[src/rtl/pc_next_seq.sv]
// Next-address sequencer for the program counter: SEQ/JMP/branch/CALL/RET with run/halt control.
// Optional return stack, CALL/RET and ovf/unf flags are built when PCSEQ_RETSTACK_EN is defined.
module pc_next_seq #(
  parameter int AW    = 4,
  parameter int DEPTH = 4
) (
  input  logic                     clk,
  input  logic                     rst,
  input  logic [AW-1:0]            pc,
  input  logic                     valid,
  input  logic [2:0]               op,
  input  logic [AW-1:0]            target,
  input  logic                     zero,
  output logic [AW-1:0]            next,
  output logic                     halted,
  output logic [$clog2(DEPTH):0]   sp,
  output logic                     ovf,
  output logic                     unf
);

  localparam int SPW = $clog2(DEPTH) + 1;
  localparam int IW  = $clog2(DEPTH);

  localparam logic [2:0] OP_SEQ  = 3'b000;
  localparam logic [2:0] OP_JMP  = 3'b001;
  localparam logic [2:0] OP_BZ   = 3'b010;
  localparam logic [2:0] OP_BNZ  = 3'b011;
  localparam logic [2:0] OP_CALL = 3'b100;
  localparam logic [2:0] OP_RET  = 3'b101;
  localparam logic [2:0] OP_HOLD = 3'b110;
  localparam logic [2:0] OP_HALT = 3'b111;

  localparam logic [0:0] ST_RUN  = 1'b0;
  localparam logic [0:0] ST_HALT = 1'b1;

  logic [0:0]    state_reg, state_next;
  logic [AW-1:0] pc_inc;

  assign pc_inc = pc + 1'b1;

`ifdef PCSEQ_RETSTACK_EN
  localparam logic [SPW-1:0] SP_FULL = SPW'(DEPTH);

  logic [SPW-1:0] sp_reg, sp_next;
  logic           ovf_reg, ovf_next;
  logic           unf_reg, unf_next;
  logic           push;
  logic [IW-1:0]  wr_idx;
  logic [IW-1:0]  top_idx;
  logic [AW-1:0]  stack_word [DEPTH];
  logic [AW-1:0]  stack_top;

  assign wr_idx    = sp_reg[IW-1:0];
  assign top_idx   = IW'(sp_reg - 1'b1);
  assign stack_top = stack_word[top_idx];

  // Each entry is its own register; contents are don't-care after reset, so no reset term.
  genvar gi;
  generate
    for (gi = 0; gi < DEPTH; gi++) begin : g_entry
      logic [AW-1:0] entry_reg;
      always_ff @(posedge clk) begin
        if (push && (wr_idx == IW'(gi))) begin
          entry_reg <= pc_inc;
        end
      end
      assign stack_word[gi] = entry_reg;
    end
  endgenerate
`endif

  always_comb begin
    next       = pc;
    state_next = state_reg;
`ifdef PCSEQ_RETSTACK_EN
    sp_next  = sp_reg;
    ovf_next = ovf_reg;
    unf_next = unf_reg;
    push     = 1'b0;
`endif
    if (rst) begin
      next = '0;
    end else if ((state_reg == ST_RUN) && valid) begin
      case (op)
        OP_SEQ:  next = pc_inc;
        OP_JMP:  next = target;
        OP_BZ:   next = zero ? target : pc_inc;
        OP_BNZ:  next = zero ? pc_inc : target;
`ifdef PCSEQ_RETSTACK_EN
        OP_CALL: begin
          if (sp_reg == SP_FULL) begin
            ovf_next   = 1'b1;
            state_next = ST_HALT;
          end else begin
            next    = target;
            push    = 1'b1;
            sp_next = sp_reg + 1'b1;
          end
        end
        OP_RET: begin
          if (sp_reg == '0) begin
            unf_next   = 1'b1;
            state_next = ST_HALT;
          end else begin
            next    = stack_top;
            sp_next = sp_reg - 1'b1;
          end
        end
`else
        OP_CALL: next = target;
        OP_RET:  next = pc_inc;
`endif
        OP_HOLD: next = pc;
        OP_HALT: state_next = ST_HALT;
        default: next = pc;
      endcase
    end
  end

  always_ff @(posedge clk or posedge rst) begin
    if (rst) begin
      state_reg <= ST_RUN;
    end else begin
      state_reg <= state_next;
    end
  end

  assign halted = (state_reg == ST_HALT);

`ifdef PCSEQ_RETSTACK_EN
  always_ff @(posedge clk or posedge rst) begin
    if (rst) begin
      sp_reg  <= '0;
      ovf_reg <= 1'b0;
      unf_reg <= 1'b0;
    end else begin
      sp_reg  <= sp_next;
      ovf_reg <= ovf_next;
      unf_reg <= unf_next;
    end
  end

  assign sp  = sp_reg;
  assign ovf = ovf_reg;
  assign unf = unf_reg;
`else
  assign sp  = '0;
  assign ovf = 1'b0;
  assign unf = 1'b0;
`endif

endmodule

[config.mk]
export PLATFORM = sky130hd
export DESIGN_NAME = pc_next_seq
export DESIGN_NICKNAME = d
export VERILOG_FILES = /design/src/rtl/pc_next_seq.sv
export SDC_FILE = /design/constraint.sdc
export NUM_CORES = 1
export LEC_CHECK = 0
export CORE_AREA = 4 4 41 43
export DETAILED_ROUTE_END_ITERATION = 10
export DIE_AREA = 0 0 45 47
export GPL_ROUTABILITY_DRIVEN = 1
export PLACE_DENSITY_LB_ADDON = 0.3
export SYNTH_ARGS = -nofsm -noshare
export SYNTH_HDL_FRONTEND = slang
export SYNTH_SLANG_ARGS = --single-unit
export TNS_END_PERCENT = 20
[constraint.sdc]
create_clock -name clk -period 2.6 [get_ports clk]
set_input_delay 0.39 -clock clk [delete_from_list [all_inputs] [get_ports clk]]
set_output_delay 0.39 -clock clk [all_outputs]
set_load 0.05 [all_outputs]
==> flow_metrics.py <==
metrics = {
    "outcome": {
        "status": "finished clean",
    },
    "synthesis": {
        "ys_ff_latch": 1,
        "synth_top_family_by_area": "simple AND/OR/NAND/NOR gates",
        "synthXorXnorAreaFrac": 0.0286,
        "synth_fa_ha_area_frac": 0.0408,
        "synth_top_area_share": 0.122,
        "muxShareOfSynthArea": 0,
        "synth_edf_count": 0,
        "yosysTopAreaCell": "buf_4",
        "synth.area.top_cells": "buf_4 12%, a221oi_2 9.8%, dfrtp_1 8.2%",
        "synthTopCellsByCount": "5 x buf_4, 3 x inv_1, 3 x nand3_1",
        "synth-compound-area-share": 0.335,
        "yosys_most_used_dff": "dfrtp_1",
        "syn-cell-area_um2": 307,
        "synth-simple-area-share": 0.343,
        "yosysWarningCount": 0,
        "netlist_instances": 40,
        "synthArstFlopShare": 1.00,
        "synth.distinct_cells": 26,
        "seq_area_frac_synth": 0.0816,
        "syn_avg_cell_area_um2": 7.66,
        "yosysMostFrequentCell": "buf_4",
    },
    "sta": {
        "slew_headroom": 0.668,
        "setup_viol": 0,
        "hold_viol_final": 0,
        "final.min_clock_period_ps": 2400,
        "final.setup.tns_ps": 0,
        "max_clock_freq_mhz": 416,
        "grt_setup_unrepaired": "no",
        "maxSlewViolCount": 0,
        "worst_pin_slew_ps": 496,
        "finClkSkew_ps": 0,
        "fin_crit_sh": 0.925,
    },
    "floorplanning": {
        "rows": 13,
        "fp.dieW_um": 45,
        "io_pins": 25,
        "fp.coreArea_um2": 1300,
        "die_area_um2": 2120,
        "initial_utilization": 0.236,
        "die_h_um": 47,
    },
    "drt": {
        "via_per_inst": 4.88,
        "drc": 0,
        "wl_met3_um": 57,
        "drt-wirelength-per-cell_um": 11.5,
        "vias": 356,
        "met2_length_um": 417,
        "routed.top_layer": "met3",
        "dr.pass1.iters": 3,
        "antenna_left": 0,
        "drt-met1-wl_um": 362,
        "drtIter0Drc": 2,
        "wl_um": 837,
    },
    "critical_path": {
        "required_ps": 2210,
        "path_class": "primary input to output port",
        "worstSetupStartpointType": "primary input",
        "max_stage_delay_ps": 550,
        "r2r-start": "halted$_DFFE_PP0P_",
        "crit_chain": "clkdlybuf4s50_1 > and4b_1 > a211o_1 > a221oi_2 > a211oi_2 > buf_12",
        "cp_slowest_cell": "clkdlybuf4s50_1",
        "path_max_fanout": 6,
        "crit_path_start": "op[2]",
        "worstSetupEndpointType": "output port",
        "cp_num_buf_inv": 2,
        "cp.arrival_ps": 2010,
        "path_delay_family": "buffers and inverters",
    },
    "layout": {
        "finalNetCount": 76,
        "layout-drive-gt1-share": 0.172,
        "antenna-diode-count": 0,
        "area_growth_pct": 71.4,
        "finalInstanceArea_um2": 526,
        "largest_reg_flops": 1,
    },
    "power_and_ir_drop": {
        "p_leak_nw": 0.211,
        "ir_drop_v": 0.000126,
        "p_total_uw": 160,
        "p_per_area_nw_per_um2": 305,
    },
    "clock_network": {
        "cts.repair.resized": 0,
        "clock_latency_ps": 0,
        "clkTransAtPathRegs_ps": 0,
        "cts_hold_buf": 0,
        "cts_setup_buffers": 0,
    },
    "place": {
        "gp_congestion": 0.781,
        "place_area_um2": 526,
        "hpwl_um": 739,
        "io_buffers": 19,
    },
    "grt": {
        "grt_max_degree": 7,
        "antenna_found_initial": 0,
        "grt_pass1_vias": 301,
        "grtUsageTotal": 0.0717,
        "grt_pass1_wl_mm": 1.19,
        "grt-ovfl-total": 0,
    },
    "worst_hold_path": {
        "min_from": "halted$_DFFE_PP0P_",
        "min-delay-path-class": "register to register",
    },
    "flow_run": {
        "drv_cap": 0,
    },
}
[layout by cell type, fill, tap and decap left out]
cell,count
o21ai_0,2
a41o_2,1
buf_12,3
xnor2_1,1
nor2b_1,1
ha_1,1
nand4b_1,1
clkdlybuf4s50_1,15
dfrtp_1,1
and4b_1,1
nand2b_1,2
and2_1,2
nand2_1,1
a211o_1,1
nor4_1,1
a22oi_1,1
nand4bb_1,1
conb_1,5
buf_4,1
nor3_1,1
a31oi_1,2
a221oi_2,2
nand3_1,3
o221ai_2,1
a211oi_2,1
or2_2,1
nor2_1,2
inv_1,3
[final timing paths]
| kind | to | slack [ps] | cells after the start |
|---|---|---|---|
| setup / recovery | next[0] | 200 | 6 |
| hold / removal | halted$_DFFE_PP0P_ | 470 | 1 |
| setup reg to reg | halted$_DFFE_PP0P_ | 1890 | 1 |
| hold reg to reg | halted$_DFFE_PP0P_ | 470 | 1 |
| max in group asynchronous | halted$_DFFE_PP0P_ | 1800 | 2 |
| min in group asynchronous | halted$_DFFE_PP0P_ | 680 | 2 |
[layout make-up]
class | instances | area, um2
fill | 154 | 776
inverter | 3 | 11.3
multi-input combinational | 35 | 253
sequential | 1 | 25.0
tap | 15 | 18.8
timing repair buffer | 19 | 218
[kinds of logic (layout without fill, tap and decap cells)]
group	Yosys count	count (layout)
fa+ha+maj	1	1
other cells	1	5
compound gates	11	11
flops	1	1
simple gates	17	17
xor+xnor	1	1
buf+inv	8	22
[per-layer routing]
layer,up-vias,track usage
met5,-,0
met4,0,0
li1,187,-
met1,159,0.108
met3,0,0.00383
met2,10,0.119
[report_power, final]
group / internal (mW) / total [mW] / switching, mW
Combinational: 0.0589 / 0.140 / 0.0812
Clock: 0 / 0 / 0
Sequential: 0.0186 / 0.0204 / 0.00175
Total: 0.0776 / 0.160 / 0.0829
[metrics by stage]
step | setup WS (ps) | utilization | hold slack [ps] | std cells
4_1_cts | 177 | 0.404 | 479 | 73
6_report | 195 | 0.404 | 471 | 73
2_1_floorplan | 237 | - | 133 | 44
3_5_place_dp | 172 | 0.404 | 474 | 73
3_3_place_gp | 187 | 0.404 | 471 | 73
5_1_grt | 60.7 | 0.404 | 510 | 73
Note: power is estimated with default switching activity, not from simulation.
